--- src/rtl/spi_peripheral.sv ---
// SPI mode 3 (CPOL=1, CPHA=1, MSB first) responder with fixed SIZE-bit frames.
// Pins are oversampled in the clk_in domain; off-length frames raise frame_error_out.
module spi_peripheral #(
  parameter int SIZE        = 40,
  parameter int SYNC_STAGES = 2
) (
  input  logic            clk_in,
  input  logic            reset_n_in,
  input  logic            sclk_in,
  input  logic            cs_n_in,
  input  logic            mosi_in,
  output logic            miso_out,
  output logic            miso_oe_out,
  input  logic [SIZE-1:0] tx_data_in,
  input  logic            tx_load_in,
  output logic [SIZE-1:0] rx_data_out,
  output logic            rx_valid_out,
  output logic            frame_error_out,
  output logic            busy_out
);
  localparam int CW = $clog2(SIZE + 2);
  localparam int SW = $clog2(SYNC_STAGES + 2);

  typedef enum logic [1:0] {WAIT_IDLE = 2'd0, IDLE = 2'd1, ACTIVE = 2'd2} state_t;

  state_t                 state_q, state_d;
  logic [SYNC_STAGES-1:0] sclk_sync_q, sclk_sync_d;
  logic [SYNC_STAGES-1:0] cs_sync_q, cs_sync_d;
  logic [SYNC_STAGES-1:0] mosi_sync_q, mosi_sync_d;
  logic                   sclk_prev_q, sclk_prev_d;
  logic                   cs_prev_q, cs_prev_d;
  logic [SIZE-1:0]        tx_hold_q, tx_hold_d;
  logic [SIZE-1:0]        tx_shift_q, tx_shift_d;
  logic [SIZE-1:0]        rx_shift_q, rx_shift_d;
  logic [SIZE-1:0]        rx_data_q, rx_data_d;
  logic [CW-1:0]          bit_cnt_q, bit_cnt_d;
  logic [SW-1:0]          settle_q, settle_d;
  logic                   miso_q, miso_d;
  logic                   rx_valid_q, rx_valid_d;
  logic                   frame_err_q, frame_err_d;
  logic                   done_ok_q, done_ok_d;
  logic                   done_err_q, done_err_d;

  logic sclk_s, cs_s, mosi_s;
  logic sclk_fall, sclk_rise, cs_fall, cs_rise;

  assign sclk_s    = sclk_sync_q[SYNC_STAGES-1];
  assign cs_s      = cs_sync_q[SYNC_STAGES-1];
  assign mosi_s    = mosi_sync_q[SYNC_STAGES-1];
  assign sclk_fall = sclk_prev_q & ~sclk_s;
  assign sclk_rise = ~sclk_prev_q & sclk_s;
  assign cs_fall   = cs_prev_q & ~cs_s;
  assign cs_rise   = ~cs_prev_q & cs_s;

  always_comb begin
    state_d     = state_q;
    sclk_sync_d = {sclk_sync_q[SYNC_STAGES-2:0], sclk_in};
    cs_sync_d   = {cs_sync_q[SYNC_STAGES-2:0], cs_n_in};
    mosi_sync_d = {mosi_sync_q[SYNC_STAGES-2:0], mosi_in};
    sclk_prev_d = sclk_s;
    cs_prev_d   = cs_s;
    tx_hold_d   = tx_load_in ? tx_data_in : tx_hold_q;
    tx_shift_d  = tx_shift_q;
    rx_shift_d  = rx_shift_q;
    rx_data_d   = rx_data_q;
    bit_cnt_d   = bit_cnt_q;
    settle_d    = settle_q;
    miso_d      = miso_q;
    rx_valid_d  = 1'b0;
    frame_err_d = 1'b0;
    done_ok_d   = 1'b0;
    done_err_d  = 1'b0;

    // Frame-end verdict is registered once more before it reaches the outputs.
    if (done_ok_q) begin
      rx_data_d  = rx_shift_q;
      rx_valid_d = 1'b1;
    end
    if (done_err_q) frame_err_d = 1'b1;

    unique case (state_q)
      WAIT_IDLE: begin
        // Sync chains reset high, so wait until they carry real pin values
        // before trusting cs; otherwise a frame live at reset release would be joined.
        if (settle_q != SW'(SYNC_STAGES)) settle_d = settle_q + SW'(1);
        else if (cs_s)                    state_d  = IDLE;
      end
      IDLE: begin
        if (cs_fall) begin
          tx_shift_d = tx_hold_q;
          miso_d     = tx_hold_q[SIZE-1];
          bit_cnt_d  = '0;
          state_d    = ACTIVE;
        end
      end
      ACTIVE: begin
        if (cs_rise) begin
          if (bit_cnt_q == CW'(SIZE)) done_ok_d  = 1'b1;
          else                        done_err_d = 1'b1;
          state_d = IDLE;
        end else if (sclk_fall) begin
          miso_d     = tx_shift_q[SIZE-1];
          tx_shift_d = {tx_shift_q[SIZE-2:0], 1'b0};
        end else if (sclk_rise) begin
          rx_shift_d = {rx_shift_q[SIZE-2:0], mosi_s};
          if (bit_cnt_q != CW'(SIZE + 1)) bit_cnt_d = bit_cnt_q + CW'(1);
        end
      end
      default: state_d = WAIT_IDLE;
    endcase
  end

  always_ff @(posedge clk_in or negedge reset_n_in) begin
    if (!reset_n_in) begin
      state_q     <= WAIT_IDLE;
      sclk_sync_q <= '1;
      cs_sync_q   <= '1;
      mosi_sync_q <= '0;
      sclk_prev_q <= 1'b1;
      cs_prev_q   <= 1'b1;
      tx_hold_q   <= '0;
      tx_shift_q  <= '0;
      rx_shift_q  <= '0;
      rx_data_q   <= '0;
      bit_cnt_q   <= '0;
      settle_q    <= '0;
      miso_q      <= 1'b0;
      rx_valid_q  <= 1'b0;
      frame_err_q <= 1'b0;
      done_ok_q   <= 1'b0;
      done_err_q  <= 1'b0;
    end else begin
      state_q     <= state_d;
      sclk_sync_q <= sclk_sync_d;
      cs_sync_q   <= cs_sync_d;
      mosi_sync_q <= mosi_sync_d;
      sclk_prev_q <= sclk_prev_d;
      cs_prev_q   <= cs_prev_d;
      tx_hold_q   <= tx_hold_d;
      tx_shift_q  <= tx_shift_d;
      rx_shift_q  <= rx_shift_d;
      rx_data_q   <= rx_data_d;
      bit_cnt_q   <= bit_cnt_d;
      settle_q    <= settle_d;
      miso_q      <= miso_d;
      rx_valid_q  <= rx_valid_d;
      frame_err_q <= frame_err_d;
      done_ok_q   <= done_ok_d;
      done_err_q  <= done_err_d;
    end
  end

  assign miso_out        = miso_q;
  assign miso_oe_out     = ~cs_s & (state_q == ACTIVE);
  assign busy_out        = (state_q == ACTIVE);
  assign rx_data_out     = rx_data_q;
  assign rx_valid_out    = rx_valid_q;
  assign frame_error_out = frame_err_q;
endmodule

--- config.mk ---
export PLATFORM = sky130hd
export DESIGN_NAME = spi_peripheral
export DESIGN_NICKNAME = d
export VERILOG_FILES = /design/src/rtl/spi_peripheral.sv
export SDC_FILE = /design/constraint.sdc
export NUM_CORES = 1
export LEC_CHECK = 0
export ABC_AREA = 1
export ABC_CLOCK_PERIOD_IN_PS = 2210
export BUFFER_PORTS_ARGS = -buffer_cell sky130_fd_sc_hd__buf_2
export CAP_MARGIN = 20
export CORE_UTILIZATION = 50
export CTS_CLUSTER_SIZE = 28
export DETAILED_ROUTE_END_ITERATION = 10
export MAX_ROUTING_LAYER = met4
export PLACE_DENSITY = 0.7
export SKIP_CTS_REPAIR_TIMING = 1
export SLEW_MARGIN = 20
export SYNTH_ARGS = -nofsm -noshare
export SYNTH_HDL_FRONTEND = slang
export SYNTH_SLANG_ARGS = --single-unit
export TNS_END_PERCENT = 10
--- constraint.sdc ---
create_clock -name clk_in -period 2.21 [get_ports clk_in]
set_clock_uncertainty 0.2 [all_clocks]
set_input_delay 0.3315 -clock clk_in [delete_from_list [all_inputs] [get_ports clk_in]]
set_output_delay 0.3315 -clock clk_in [all_outputs]
set_load 0.02 [all_outputs]
==> results of run 1 <==
-- layer usage --
metal | vias to the layer above | share of wire (%) | GRT usage [%]
li1 | 2765 | - | -
met5 | - | 0 | -
met3 | 12 | 4.0 | 4.07
met2 | 110 | 49 | 30.5
met1 | 2668 | 46 | 27.2
met4 | 0 | 1.1 | 6.89
-- through the flow --
step	hold slack (ns)	utilization [%]	area, um2	total power [mW]	cells
2_1_floorplan	-0.164	-	7600	5.14	795
5_1_grt	0.119	63.0	9260	9.14	1116
6_report	0.104	63.0	9260	8.66	1116
3_5_place_dp	0.136	55.8	8200	5.48	1040
4_1_cts	-0.317	60.0	8820	8.68	1072
3_3_place_gp	0.133	55.8	8200	5.43	1040
-- power by group --
group          switching [mW]  internal, mW
Sequential              0.266          3.80
Combinational           0.923         0.505
Clock                    1.25          1.92
-- cell type report --
type	instances	share of cell area [%]
Clock buffer	20	4.82
Clock inverter	12	1.89
Inverter	59	2.39
Multi-Input combinational cell	510	27.2
Sequential cell	183	49.5
Tap cell	184	2.49
Timing Repair Buffer	148	11.7
-- worst register-to-register path, stage by stage, from the launching register on --
cell and delay [ns]:
dfrtp_1 0.42, inv_2 0.06, nor2_2 0.13, nand3_4 0.14, nand2_4 0.25, nand2_4 0.32
nand2_1 0.17, nand2_1 0.06
-- kinds of logic (layout without fill, tap and decap cells) --
kind of cell               count (synthesis)  after routing  synth area share, %
DFF                                      183            183                 60.4
adders and majority gates                  4              4                0.659
AOI/OAI and AO/OA                         86             86                 5.83
and+or+nand+nor                          378            378                 20.6
xor gates and xnor gates                   2              2                0.231
buffers and inverters                    102            239                 6.42
muxes                                     40             40                 5.93
-- final timing paths --
check	start	endpoint	slack (ns)	cells past startpoint
max	state_q[0]	miso_oe_out	0.28	4
min	tx_load_in	tx_hold_q[12]	0.10	3
max reg2reg	state_q[0]	tx_shift_q[11]	0.34	7
min reg2reg	done_err_q	frame_error_out	0.15	0
max in group asynchronous	reset_n_in	sclk_sync_q[0]	0.88	3
min in group asynchronous	reset_n_in	rx_data_out[30]	0.24	2
-- state kept, by name, summed over array words and instances (netlist names) --
register         flops
settle_q             2
rx_data_out         40
rx_valid_out         1
bit_cnt_q            6
frame_error_out      1
sclk_prev_q          1
sclk_sync_q          2
mosi_sync_q          2
tx_shift_q          40
cs_sync_q            2
done_err_q           1
cs_prev_q            1
state_q              2
miso_out             1
rx_shift_q          40
tx_hold_q           40
done_ok_q            1
-- cells in the final DEF, fill, tap and decap left out --
cell           count
nand3_1           56
xor2_1             2
o21ai_1            1
dfrtp_1          177
mux2_2            40
nand2_2            1
nor2_4             2
clkinvlp_4         3
nor2_2             2
inv_2              4
buf_2             89
bufinv_16          4
clkinv_2           3
nand2_1          302
dlygate4sd3_1     44
clkbuf_16         17
buf_12             6
clkinv_4           1
o21ai_0           82
inv_1             55
ha_1               4
clkbuf_8           2
o21ai_4            1
nand4_1            3
a21oi_1            1
dfstp_2            6
nand2_4            2
a31oi_1            1
nor2_1             8
clkbuf_1           2
nand3_4            2
inv_6              1
buf_4              8
==> metrics.txt, run 1 <==
post-layout minimum cycle time=1.93 ns; post-synthesis instance area=7600 um2; Max transition margin=64.3%; area inside the core boundary=14700 um2; # setup viols final=0; buffer cell driving the clock tree root=clkbuf_16; per-cell via count in the routed design=4.98; share of synthesized registers carrying an async set or reset=100%; pre-CTS setup slack=0.326 ns; number of distinct library cells after synthesis=25; Critical Path RT=1.68 ns; total negative setup slack=0 ns; first-pass GRT wire length=24400 um; number of antenna violations at the first check in global routing=0; row cnt=44; period utilisation layout=87.2%; final hold violation count=0; overall global routing resource usage=20.1%; sequential-to-total area share from yosys stat=60.4%; share of layout cells above drive strength 1=20.8%; TritonCTS Buffers=17; count of inserted antenna diode cells=0; maximum clock rate=0.519 GHz; Leak Pwr=4.93 nW; number of top-level pins=91; crit path launch type=flop; count leader, synth=nand2_1; number of iterations in the first detailed-routing pass=11; cell types with the highest counts after synthesis=nand2_1, dfrtp_1, o21ai_0; dominant cells by area after synthesis=dfrtp_1, nand2_1, mux2_2; post-synthesis net count=845; Final Net Count=969; top flip-flop cell by instance count after synthesis=dfrtp_1; Hold/Removal Path Class=in -> reg; leftover overflow at the end of global routing=0; Critical Path End Type=output port; power per standard cell area=935 nW/um2; leading area contributor after synthesis=dfrtp_1; count of synthesis-stage warnings from yosys=0; cells along the critical path=nor2_4, inv_1, nor2_1, buf_2; synthesis-stage register bit count=183; clock tree from TritonCTS=built; Max VDD drop=0.711 mV; overall routed net length=14700 um; critical path start-end classification=reg -> out; DR DRC count=7; gpl congestion=0.790; maximum number of pins on one net before global-route repair=80; DIE WIDTH=125 um; status=finished with violations; critical path's largest stage delay=0.43 ns; max-capacitance violation count=0; CTS H-Tree Depth=4; clk sinks=183; Die Height=125 um; fill cell instance count of the final layout=1209; register clock-pin slew on the reported worst setup and hold paths=0.06 ns; Largest delay share family, worst path=flip-flops; Die ar.=15700 um2; Area Overhead vs Synth=21.9%; per-cell routed wire length=13.2 um; number of enable flip-flop cells after synthesis=0; via count=5555; violations in the final reports=DRC; Final HPWL DP=8930 um; CTS Buffer Depth=2; share of Yosys cell area claimed by the top area cell type=58.3%; worst-path fanout max=3; RSZ-0062 raised after global routing=false; register area=4590 um2; slowest stage cell on the critical path=dfrtp_1; synthesized netlist cell count=795; worst skew pair latency=0.42 ns; slew at the pin closest to its max-slew limit=0.536 ns; initial core utilization=51.7%; total buffers and inverters traversed by the critical path=2; number of max-slew violations in the final report=0; number of I/O port buffers=90; final worst-path setup slack=0.284 ns; critical path arrival=1.39 ns; area occupied by multi-input gates=2520 um2; vias in the first global route=5084; violation count after the first detailed-route iteration=435; average instance area after synthesis=9.56 um2; Routed Antenna Nets=0
Note: power is estimated with default switching activity, not from simulation.
==> run 2: changes to the inputs <==
--- a/config.mk
+++ b/config.mk
@@ -9,11 +9,10 @@
 export ABC_CLOCK_PERIOD_IN_PS = 2210
 export BUFFER_PORTS_ARGS = -buffer_cell sky130_fd_sc_hd__buf_2
 export CAP_MARGIN = 20
-export CORE_UTILIZATION = 50
+export CORE_UTILIZATION = 40
 export CTS_CLUSTER_SIZE = 28
 export DETAILED_ROUTE_END_ITERATION = 10
 export MAX_ROUTING_LAYER = met4
-export PLACE_DENSITY = 0.7
 export SKIP_CTS_REPAIR_TIMING = 1
 export SLEW_MARGIN = 20
 export SYNTH_ARGS = -nofsm -noshare
==> metrics.txt, run 2 (same netlist as run 1, synthesis figures left out) <==
post-layout minimum cycle time=2.09 ns (was 1.93 ns); first-pass GRT wire length=24400 um (about the same); leftover overflow at the end of global routing=0 (unchanged); worst skew pair latency=0.43 ns (was 0.42 ns); number of I/O port buffers=90 (unchanged); violation count after the first detailed-route iteration=377 (was 435); share of layout cells above drive strength 1=21.5% (was 20.8%); status=finished clean (was finished with violations); Area Overhead vs Synth=23.4% (was 21.9%); per-cell via count in the routed design=4.72 (was 4.98); Routed Antenna Nets=0 (unchanged); Max VDD drop=0.579 mV (was 0.711 mV); Critical Path RT=1.68 ns (about the same); TritonCTS Buffers=17 (unchanged); Power, Total=8.66 mW (about the same); Final HPWL DP=9050 um (was 8930 um); number of top-level pins=91 (unchanged); Critical Path End Type=output port (unchanged); length of routed wiring on met1=7190 um (was 6800 um); cell area after placement=8300 um2 (was 8200 um2); most frequent cells in the layout=nand2_1, dfrtp_1, buf_2 (unchanged); number of iterations in the first detailed-routing pass=5 (was 11); period utilisation layout=94.8% (was 87.2%); # setup viols final=0 (unchanged); register clock-pin slew on the reported worst setup and hold paths=0.07 ns (was 0.06 ns); clk sinks=183 (unchanged); crit path launch type=flop (unchanged); clock tree from TritonCTS=built (unchanged); vias in the first global route=4975 (was 5084); critical path arrival=1.56 ns (was 1.39 ns); Max transition margin=70.4% (was 64.3%); power per standard cell area=923 nW/um2 (was 935 nW/um2); RSZ-0062 raised after global routing=false (unchanged); CTS Buffer Depth=2 (unchanged); number of max-slew violations in the final report=0 (unchanged); total met2 wirelength after detailed routing=6960 um (was 7130 um); row cnt=50 (was 44); critical path start-end classification=reg -> out (unchanged); Die ar.=19500 um2 (was 15700 um2); via count=5519 (was 5555); maximum clock rate=0.477 GHz (was 0.519 GHz); DR DRC count=0 (was 7); Hold/Removal Path Class=reg -> reg (was in -> reg); area inside the core boundary=18600 um2 (was 14700 um2); most common library cell in the layout ignoring fill and taps=nand2_1 (unchanged); maximum number of pins on one net before global-route repair=58 (was 80); total negative setup slack=0 ns (unchanged); count of inserted antenna diode cells=0 (unchanged); per-cell routed wire length=12.8 um (was 13.2 um); fill cell instance count of the final layout=1691 (was 1209); gpl congestion=0.795 (was 0.790); placed cell count=1092 (was 1040); worst-path fanout max=5 (was 3); utilization of the core after routing=50.3% (was 63.0%); final standard cell count with taps included and fillers excluded=1170 (was 1116); CTS H-Tree Depth=4 (unchanged); cell area after layout=9380 um2 (was 9260 um2); overall routed net length=15000 um (was 14700 um); slew at the pin closest to its max-slew limit=0.444 ns (was 0.536 ns); Final Net Count=973 (was 969); highest signal layer in the routed design=met4 (unchanged); Leak Pwr=4.95 nW (was 4.93 nW); buffer cell driving the clock tree root=clkbuf_16 (unchanged); final hold violation count=0 (unchanged); overall global routing resource usage=16.2% (was 20.1%); Die Height=140 um (was 125 um); DIE WIDTH=140 um (was 125 um); met3 WL=612 um (was 590 um); initial core utilization=40.8% (was 51.7%); number of antenna violations at the first check in global routing=0 (unchanged); max-capacitance violation count=0 (unchanged)
[run 2: changes by cell type in the layout (fill, tap and decap cells not counted), sizes merged]
cell,before,now
clkinv,4,2
clkinvlp,3,1
inv,60,69
clkbuf,21,19
buf,103,106
bufinv,4,2
[run 2: layer usage]
metal | global-route usage [%] | vias up
li1 | - | 2773
met1 | 21.5 | 2621
met2 | 23.9 | 108
met3 | 4.23 | 17
met4 | 5.96 | 0
met5 | - | -
[run 2: power breakdown]
group	internal (mW)	switching, mW	leakage (nW)	total (mW)
Clock	1.72	1.39	0.298	3.11
Sequential	3.80	0.260	2.40	4.06
Combinational	0.550	0.938	2.26	1.49
Total	6.07	2.59	4.95	8.66
[run 2: metrics by stage]
stage,hold WS (ns),setup slack (ns)
3_3_place_gp,0.102,0.459
5_1_grt,0.158,0.0512
4_1_cts,-0.364,-0.0229
6_report,0.153,0.115
3_5_place_dp,0.107,0.423
2_1_floorplan,-0.164,0.654
[run 2: final cells by class]
cell class	count	area, um2	share of cell area (%)
Clock buffer	17	425	4.54
Timing Repair Buffer	152	1140	12.2
Sequential cell	183	4590	48.9
Tap cell	234	293	3.12
Multi-Input combinational cell	510	2530	27.0
Inverter	59	221	2.36
Clock inverter	15	183	1.95
[run 2: worst paths after layout]
kind                                 start              end  slack [ns]  depth (start not counted)
worst min-delay path            done_err_q  frame_error_out        0.15                          0
min in group asynchronous       reset_n_in  rx_data_out[29]        0.20                          2
worst min register to register  done_err_q  frame_error_out        0.15                          0
max in group asynchronous       reset_n_in  rx_data_out[23]        0.97                          3
worst max register to register  state_q[1]    tx_shift_q[5]        0.44                          7
worst max-delay path            state_q[1]      miso_oe_out        0.12                          5
[run 2: worst max-delay path, stage by stage (launching register included)]
cell and delay (ns):
dfrtp_1 0.40, inv_2 0.06, nor2_4 0.20, inv_1 0.13, nor2_1 0.15, buf_2 0.19
==> run 3: changes to the inputs <==
--- a/config.mk
+++ b/config.mk
@@ -8,11 +8,12 @@
 export ABC_AREA = 1
 export ABC_CLOCK_PERIOD_IN_PS = 2210
 export BUFFER_PORTS_ARGS = -buffer_cell sky130_fd_sc_hd__buf_2
-export CAP_MARGIN = 20
+export CAP_MARGIN = 10
 export CORE_UTILIZATION = 40
 export CTS_CLUSTER_SIZE = 28
 export DETAILED_ROUTE_END_ITERATION = 10
 export MAX_ROUTING_LAYER = met4
+export PLACE_DENSITY = 0.61
 export SKIP_CTS_REPAIR_TIMING = 1
 export SLEW_MARGIN = 20
 export SYNTH_ARGS = -nofsm -noshare
==> metrics.txt, run 3 (same netlist as run 1, synthesis figures left out) <==
first-pass GRT wire length=25100 um (was 24400 um); gpl congestion=0.789 (was 0.795); Max transition margin=66.3% (was 70.4%); leftover overflow at the end of global routing=0 (unchanged); maximum clock rate=0.507 GHz (was 0.477 GHz); period utilisation layout=89.3% (was 94.8%); Combinational Power Share=16.4% (was 17.2%); number of I/O port buffers=90 (unchanged); switching power total=2.53 mW (was 2.59 mW); Die ar.=19500 um2 (unchanged); Critical Path RT=1.68 ns (about the same); per-cell routed wire length=12.6 um (was 12.8 um); Final HPWL DP=9190 um (was 9050 um); cell area after layout=9310 um2 (was 9380 um2); vias in the first global route=5181 (was 4975); Die Height=140 um (unchanged); clk sinks=183 (unchanged); terminating pin of the worst hold path=tx_hold_q[17] (was frame_error_out); cells along the critical path=inv_2, nor2_4, inv_1, nor2_1, buf_2 (unchanged); status=finished clean (unchanged); buffer cell driving the clock tree root=clkbuf_16 (unchanged); Hold/Removal Path Class=in -> reg (was reg -> reg); clock tree from TritonCTS=built (unchanged); crit path launch type=flop (unchanged); number of top-level pins=91 (unchanged); number of iterations in the first detailed-routing pass=4 (was 5); CTS H-Tree Depth=4 (unchanged); overall global routing resource usage=16.5% (was 16.2%); count of inserted antenna diode cells=0 (unchanged); flop2flop setup slack=0.32 ns (was 0.44 ns); length in cells of the worst reg-to-reg path=7 (unchanged); number of stages on the worst hold path=3 (was 0); cell area after placement=8260 um2 (was 8300 um2); Max VDD drop=0.568 mV (was 0.579 mV); DR DRC count=0 (unchanged); slowest stage cell on the critical path=dfrtp_1 (unchanged); slew at the pin closest to its max-slew limit=0.506 ns (was 0.444 ns); fill cell instance count of the final layout=1753 (was 1691); most heavily used metal layer in global routing=met2 (unchanged); initial core utilization=40.8% (unchanged); Leak Pwr=4.92 nW (was 4.95 nW); most common library cell in the layout ignoring fill and taps=nand2_1 (unchanged); row cnt=50 (unchanged); global routing met2 resource utilization=24.8% (was 23.9%); Routed Antenna Nets=0 (unchanged); RR Endpoint=tx_shift_q[3] (was tx_shift_q[5]); register clock-pin slew on the reported worst setup and hold paths=0.07 ns (about the same); proportion of power drawn by flip-flops and latches=47.2% (was 46.9%); number of antenna violations at the first check in global routing=0 (unchanged); via count=5496 (was 5519); max-capacitance violation count=0 (unchanged); hold path start=tx_load_in (was done_err_q); CTS Buffer Depth=2 (unchanged); beginning of the worst register-to-register path=state_q[1] (unchanged); Final Net Count=970 (was 973); met1 Use GR=21.9% (was 21.5%); overall routed net length=14800 um (was 15000 um); switching power share of the total=29.4% (was 29.9%); final hold violation count=0 (unchanged); critical path's largest stage delay=0.41 ns (was 0.40 ns); violation count after the first detailed-route iteration=268 (was 377); TritonCTS Buffers=17 (unchanged); # setup viols final=0 (unchanged); maximum number of pins on one net before global-route repair=83 (was 58); Area Overhead vs Synth=22.6% (was 23.4%); most frequent cells in the layout=nand2_1, dfrtp_1, buf_2 (unchanged); Clock power frac=36.4% (was 36.0%); DIE WIDTH=140 um (unchanged); critical path start-end classification=reg -> out (unchanged); met3 Track Usage GR=3.65% (was 4.23%); RSZ-0062 raised after global routing=false (unchanged); total negative setup slack=0 ns (unchanged); internal power=6.05 mW (was 6.07 mW); worst-path fanout max=4 (was 5); post-layout minimum cycle time=1.97 ns (was 2.09 ns); power per standard cell area=921 nW/um2 (was 923 nW/um2); area inside the core boundary=18600 um2 (unchanged); share of layout cells above drive strength 1=21.1% (was 21.5%); number of max-slew violations in the final report=0 (unchanged); critical path arrival=1.44 ns (was 1.56 ns); worst skew pair latency=0.43 ns (about the same); per-cell via count in the routed design=4.71 (was 4.72); Critical Path End Type=output port (unchanged); area occupied by multi-input gates=2520 um2 (was 2530 um2); register area=4590 um2 (about the same)
## run 3: metrics by stage
stage	setup slack (ns)	std cells	hold slack, ns	power (mW)	utilization (%)
CTS	0.194	1123	-0.326	8.64	47.6
global placement	0.382	1091	0.136	5.42	44.3
detailed placement	0.344	1091	0.140	5.47	44.3
global route	0.158	1167	0.158	9.09	49.9
floorplan	0.654	795	-0.164	5.14	-
finish	0.237	1167	0.131	8.58	49.9
## run 3: metal layers
layer	vias to the layer above	wire, um
met1	2607	7190
met5	-	0
met3	19	491
met4	0	228
met2	108	6850
li1	2762	-
## run 3: worst max-delay path: cells and delay by family, from the launching register on
family | cells | cell delay [ns]
flops | 1 | 0.41
buf+inv | 3 | 0.35
simple gates | 2 | 0.25
## run 3: cell type report
class | count | area share (%)
Clock inverter | 13 | 1.72
Sequential cell | 183 | 49.3
Timing Repair Buffer | 149 | 11.5
Inverter | 59 | 2.38
Tap cell | 234 | 3.14
Multi-Input combinational cell | 510 | 27.1
Clock buffer | 19 | 4.86
## run 3: worst max path at each step
stage                              start            end  slack [ns]  depth (start not counted)
final                         state_q[1]    miso_oe_out        0.24                          5
after global routing          state_q[1]    miso_oe_out        0.16                          5
after CTS                     state_q[1]    miso_oe_out        0.19                          5
after detailed placement      state_q[0]  tx_shift_q[3]        0.34                          7
after global placement         cs_prev_q       miso_out        0.38                          7
after floorplan           sclk_sync_q[1]   bit_cnt_q[0]        0.65                          7
## run 3: power by group through the flow
stage	registers, mW	logic (mW)	clock network, mW
global route	4.10	1.66	3.33
global placement	4.10	1.33	0
detailed placement	4.10	1.38	0
CTS	4.04	1.38	3.22
floorplan	4.05	1.09	0
finish	4.05	1.41	3.12
